===== src/rtl/riscv_pkg.sv =====
// riscv_pkg: shared fetch/decode types, opcodes and the bubble instruction
package riscv_pkg;
  localparam logic [31:0] NOP_INSTR = 32'h0000_0013;
  localparam logic [6:0] OP_R    = 7'b0110011;
  localparam logic [6:0] OP_I    = 7'b0010011;
  localparam logic [6:0] OP_LW   = 7'b0000011;
  localparam logic [6:0] OP_SW   = 7'b0100011;
  localparam logic [6:0] OP_BR   = 7'b1100011;
  localparam logic [6:0] OP_JAL  = 7'b1101111;
  localparam logic [6:0] OP_JALR = 7'b1100111;
  typedef enum logic [1:0] {S_IDLE, S_FETCH, S_HOLD, S_DROP} fetch_state_t;
  typedef struct packed {
    logic        valid;
    logic [31:0] pc;
    logic [31:0] pc4;
    logic [31:0] instr;
  } ifid_t;
endpackage


===== src/rtl/fetch_skid.sv =====
// fetch_skid: one-entry buffer holding a fetch that returned while decode was stalled
module fetch_skid (
  input  logic        clk,
  input  logic        reset,
  input  logic        load,
  input  logic        unload,
  input  logic        clear,
  input  logic [31:0] d_pc,
  input  logic [31:0] d_instr,
  output logic        empty,
  output logic [31:0] q_pc,
  output logic [31:0] q_instr
);
  logic full;
  always_ff @(posedge clk) begin
    full <= (reset || clear) ? 1'b0 : load ? 1'b1 : unload ? 1'b0 : full;
    if (load) begin
      q_pc    <= d_pc;
      q_instr <= d_instr;
    end
  end
  assign empty = !full;
endmodule


===== src/rtl/fetch_stage.sv =====
// fetch_stage: PC, req/ack instruction fetch and IF/ID register with stall and redirect flush
module fetch_stage #(
  parameter logic [31:0] RESET_PC  = 32'h0000_0000,
  parameter logic [31:0] NOP_INSTR = riscv_pkg::NOP_INSTR
) (
  input  logic        clk,
  input  logic        reset,
  input  logic        stall_i,
  input  logic        redirect_i,
  input  logic [31:0] redirect_pc_i,
  output logic        imem_req_o,
  output logic [31:0] imem_addr_o,
  input  logic        imem_ack_i,
  input  logic [31:0] imem_rdata_i,
  output logic        ifid_valid_o,
  output logic [31:0] ifid_pc_o,
  output logic [31:0] ifid_pc4_o,
  output logic [31:0] ifid_instr_o
);
  import riscv_pkg::*;
  fetch_state_t state, state_n;
  logic [31:0] pc, pc_n, tgt, tgt_n, target, skid_pc, skid_instr;
  ifid_t ifid, ifid_n;
  logic skid_load, skid_unload, skid_clear, skid_empty;
  assign target = redirect_pc_i & ~32'd3;
  fetch_skid u_skid (
    .clk(clk), .reset(reset), .load(skid_load), .unload(skid_unload), .clear(skid_clear),
    .d_pc(pc), .d_instr(imem_rdata_i), .empty(skid_empty), .q_pc(skid_pc), .q_instr(skid_instr)
  );
  always_comb begin
    state_n = state;
    pc_n = pc;
    tgt_n = tgt;
    ifid_n = ifid;
    skid_load = 1'b0;
    skid_unload = 1'b0;
    skid_clear = 1'b0;
    if (redirect_i) begin
      ifid_n.valid = 1'b0;
      ifid_n.instr = NOP_INSTR;
      skid_clear = 1'b1;
      // an unanswered request must complete at its old address before the target is fetched
      if ((state == S_FETCH || state == S_DROP) && !imem_ack_i) begin
        tgt_n = target;
        state_n = S_DROP;
      end else begin
        pc_n = target;
        state_n = S_FETCH;
      end
    end else begin
      case (state)
        S_IDLE: state_n = S_FETCH;
        S_FETCH: if (imem_ack_i) begin
          pc_n = pc + 32'd4;
          if (stall_i) begin
            skid_load = 1'b1;
            state_n = S_HOLD;
          end else ifid_n = '{valid: 1'b1, pc: pc, pc4: pc + 32'd4, instr: imem_rdata_i};
        end
        S_HOLD: if (!stall_i) begin
          ifid_n = '{valid: !skid_empty, pc: skid_pc, pc4: skid_pc + 32'd4, instr: skid_instr};
          skid_unload = 1'b1;
          state_n = S_FETCH;
        end
        S_DROP: if (imem_ack_i) begin
          pc_n = tgt;
          state_n = S_FETCH;
        end
        default: state_n = S_IDLE;
      endcase
    end
  end
  always_ff @(posedge clk) begin
    if (reset) begin
      state <= S_IDLE;
      pc <= RESET_PC;
      tgt <= RESET_PC;
      ifid <= '{valid: 1'b0, pc: 32'd0, pc4: 32'd4, instr: NOP_INSTR};
    end else begin
      state <= state_n;
      pc <= pc_n;
      tgt <= tgt_n;
      ifid <= ifid_n;
    end
  end
  assign imem_req_o = (state == S_FETCH) || (state == S_DROP);
  assign imem_addr_o = pc;
  assign ifid_valid_o = ifid.valid;
  assign ifid_pc_o = ifid.pc;
  assign ifid_pc4_o = ifid.pc4;
  assign ifid_instr_o = ifid.instr;
endmodule


===== config.mk =====
export PLATFORM = sky130hd
export DESIGN_NAME = fetch_stage
export DESIGN_NICKNAME = d
export VERILOG_FILES = /design/src/rtl/riscv_pkg.sv /design/src/rtl/fetch_skid.sv /design/src/rtl/fetch_stage.sv
export SDC_FILE = /design/constraint.sdc
export NUM_CORES = 1
export LEC_CHECK = 0
export BUFFER_PORTS_ARGS = -buffer_cell sky130_fd_sc_hd__buf_2
export CORE_MARGIN = 1.5
export CORE_UTILIZATION = 30
export CTS_BUF_LIST = sky130_fd_sc_hd__clkbuf_8
export DETAILED_ROUTE_END_ITERATION = 12
export PLACE_DENSITY = 0.57
export SLEW_MARGIN = 0
export SYNTH_ARGS = -nofsm -noshare
export SYNTH_HDL_FRONTEND = slang
export SYNTH_SLANG_ARGS = --single-unit

===== constraint.sdc =====
create_clock -name clk -period 9.91 [get_ports clk]
set_clock_uncertainty 0.05 [all_clocks]
set_input_delay 0.4955 -clock clk [delete_from_list [all_inputs] [get_ports clk]]
set_output_delay 0.4955 -clock clk [all_outputs]
set_load 0.05 [all_outputs]

==> run summary <==
outcome: finished, final reports clean
total I/O pin count: 199
FMAX: 0.3321 GHz
internal power: 0.001673 W
top area cells in the synthesized netlist: dfxtp_1 30%, edfxtp_1 18%, mux2i_1 7.3%, nand2_1 5.6%, a211oi_1 4.9%
RSZ-0062 raised after global routing: no
switching power: 0.0007674 W
Tot GR Track Use: 18.06%
RD Place Congestion: 0.8591
worst slew pin tran: 942.6 ps
met2 usage in global routing: 26.84%
register share of total power: 41.9%
final core occ: 37.26%
grt total ovfl: 0
M1 GR Usage: 25.45%
grt met3 use: 3.874%
Final Setup Violations: 0
CP startpoint kind: flop
clk slew on worst S/H paths: 60 ps
Synth warnings: 0
clock latency reported for the late side of the worst-skew pair: 550 ps
static leakage: 4.614 nW
vias in the first global route: 8600
Final Slew Violations: 0
Post-synth EDFFs: 62
initial antenna violation count: 1
Syn Inst Count: 1142
reg2reg setup slack: 6900 ps
Slew HR: 37.16%
setup TNS: 0 ps
HP Class: in -> reg
Mapped Avg Cell Area: 9.086 sq um
final worst slack: 6898 ps
CTS tree: done
combinational power share: 17.3%
cell area after placement: 11650 sq um
initial core utilization: 30.71%
layout cells sized above 1: 21.70%
Wirelength per Cell: 18.60 um
largest net degree at the start of global routing: 76
first-pass GRT wire length: 50890 um
WL final: 33110 um
peak supply drop: 0.07915 mV
Synth top area share: 30.10%
Place WS: 6875 ps
P per Cell Area: 193.8 nW/um^2
synthesized area: 10380 sq um
Worst Path Max Fanout: 75
highest-count cells in the layout ignoring fill and taps: 189 x buf_2, 156 x nand2_1, 156 x dfxtp_1, 97 x nor2_1, 76 x mux2i_1
endpoints failing hold: 0
Period minus WS final: 3012 ps
Pre-antenna DRT Iters: 5
H-Tree Depth: 2
vias: 9182
port bufs: 190
most common cell after layout, fill and taps aside: buf_2
post_cts resized: 0
Unique masters post-synth: 68
Core Area: 33780 sq um
# DRC: 0
setup bufs post-CTS: 0
Post-DRT Antenna Nets: 0
post-route cell area: 12590 sq um
GR peak layer: met2
Site Rows: 67
CTS sink count: 218
total die area: 35710 sq um
WP data required: 10270 ps
max_cap viols: 0
Yosys top cell by area: dfxtp_1
vias per cell: 5.158
share of flip-flops with an asynchronous set or reset: 0%
switch share: 31.45%
Detailed Route Iter0 Violations: 633
predominant post-synthesis flop cell: dfxtp_1
hold buffer count at CTS: 0
Clk network pwr share: 40.8%
Crit. End Element: flop
CTS root buffer: clkbuf_8
final period utilization: 30.39%
CP Class: reg -> reg
clock buffer depth: 3
Die Y-Extent: 189.0 um
nets@finish: 1374
Seq/Total Area, Yosys: 48.04%
area grow syn2layout: 21.32%
CTS Buf Count: 41
HPWL Detailed: 23300 um
flops & latches, synth: 218
Antenna Cells: 0
crit path DAT: 3380 ps
Die Wd: 189.0 um
[flip-flops by register name, indices dropped and copies added (netlist names)]
register        count
ifid_instr_o       32
ifid_pc4_o         30
ifid_pc_o          30
ifid_valid_o        1
imem_addr_o        30
state               2
tgt                30
u_skid.full         1
u_skid.q_instr     32
u_skid.q_pc        30
[per-layer routing]
layer / vias to the layer above / part of all wire, %
met5: - / 0.039
met4: 2 / 3.4
met3: 67 / 6.8
met2: 326 / 43
met1: 4295 / 47
li1: 4492 / -
[final timing paths]
kind              cells past startpoint                           end                        start
hold reg to reg                       2   ifid_pc4_o[12]$_SDFFE_PP0P_  ifid_pc4_o[12]$_SDFFE_PP0P_
setup / recovery                      9   ifid_pc4_o[15]$_SDFFE_PP0P_        state[0]$_SDFFE_PP0P_
setup reg to reg                      9   ifid_pc4_o[15]$_SDFFE_PP0P_        state[0]$_SDFFE_PP0P_
hold / removal                        1  u_skid.q_instr[22]$_DFFE_PP_             imem_rdata_i[22]
[power by group through the flow]
stage / logic (W) / registers [W] / clock network [W]
2_1_floorplan: 0.000191 / 0.00114 / 0
3_3_place_gp: 0.000421 / 0.00104 / 0
3_5_place_dp: 0.000424 / 0.00104 / 0
4_1_cts: 0.000426 / 0.00102 / 0.00102
5_1_grt: 0.000456 / 0.00103 / 0.00106
6_report: 0.000423 / 0.00102 / 0.000996
[per-stage QoR]
stage,instances,total power [W],hold slack [ps]
2_1_floorplan,1147,0.001334,381.2
3_3_place_gp,1705,0.001460,379.5
3_5_place_dp,1705,0.001465,387.7
4_1_cts,1780,0.002469,43.98
5_1_grt,1780,0.002549,58.21
6_report,1780,0.002440,88.78
[critical path, cell delays in order, from the launching register on]
cell and delay, ps:
dfxtp_1 410, inv_1 100, ha_4 370, a21oi_1 440, o21a_2 200, buf_4 570, nor2_1 230, buf_4 260
a2bb2oi_1 130, o21ai_0 90
[cell type report]
class	instances	area, sq um
Clock inverter	25	245.2
Inverter	21	78.83
Timing Repair Buffer	206	1074
Fill cell	3495	21200
Clock buffer	50	688.2
Tap cell	448	560.5
Multi-Input combinational cell	812	4957
Sequential cell	218	4985
[synth_stat cells, types with 7 or more instances]
library cell / n
mux2i_1: 76
a21oi_1: 75
a31oi_1: 8
o211ai_1: 30
a211oi_1: 68
and4_1: 7
edfxtp_1: 62
nand2_1: 156
or4_1: 9
clkbuf_1: 67
nor4_1: 14
o31ai_1: 7
o21ai_0: 56
nor3_1: 22
nand4_1: 19
xor2_1: 10
buf_2: 13
inv_1: 19
or3_1: 13
dfxtp_1: 156
nand3_1: 31
buf_1: 7
xnor2_1: 19
o21a_1: 7
nor2_1: 99
[cells by family (layout without fill, tap and decap cells)]
| logic type | count (synthesis) | count (layout) | synth area share (%) |
|---|---|---|---|
| AO/OA/AOI/OAI | 290 | 290 | 18.32 |
| XOR/XNOR | 29 | 29 | 2.448 |
| adder cells (fa/ha/maj) | 5 | 5 | 0.6029 |
| buffers and inverters | 117 | 302 | 4.642 |
| flip-flops | 218 | 218 | 48.04 |
| multiplexers | 76 | 76 | 7.331 |
| other | 1 | 6 | 0.03614 |
| AND/OR/NAND/NOR | 406 | 406 | 18.58 |
Note: power is estimated with default switching activity, not from simulation.
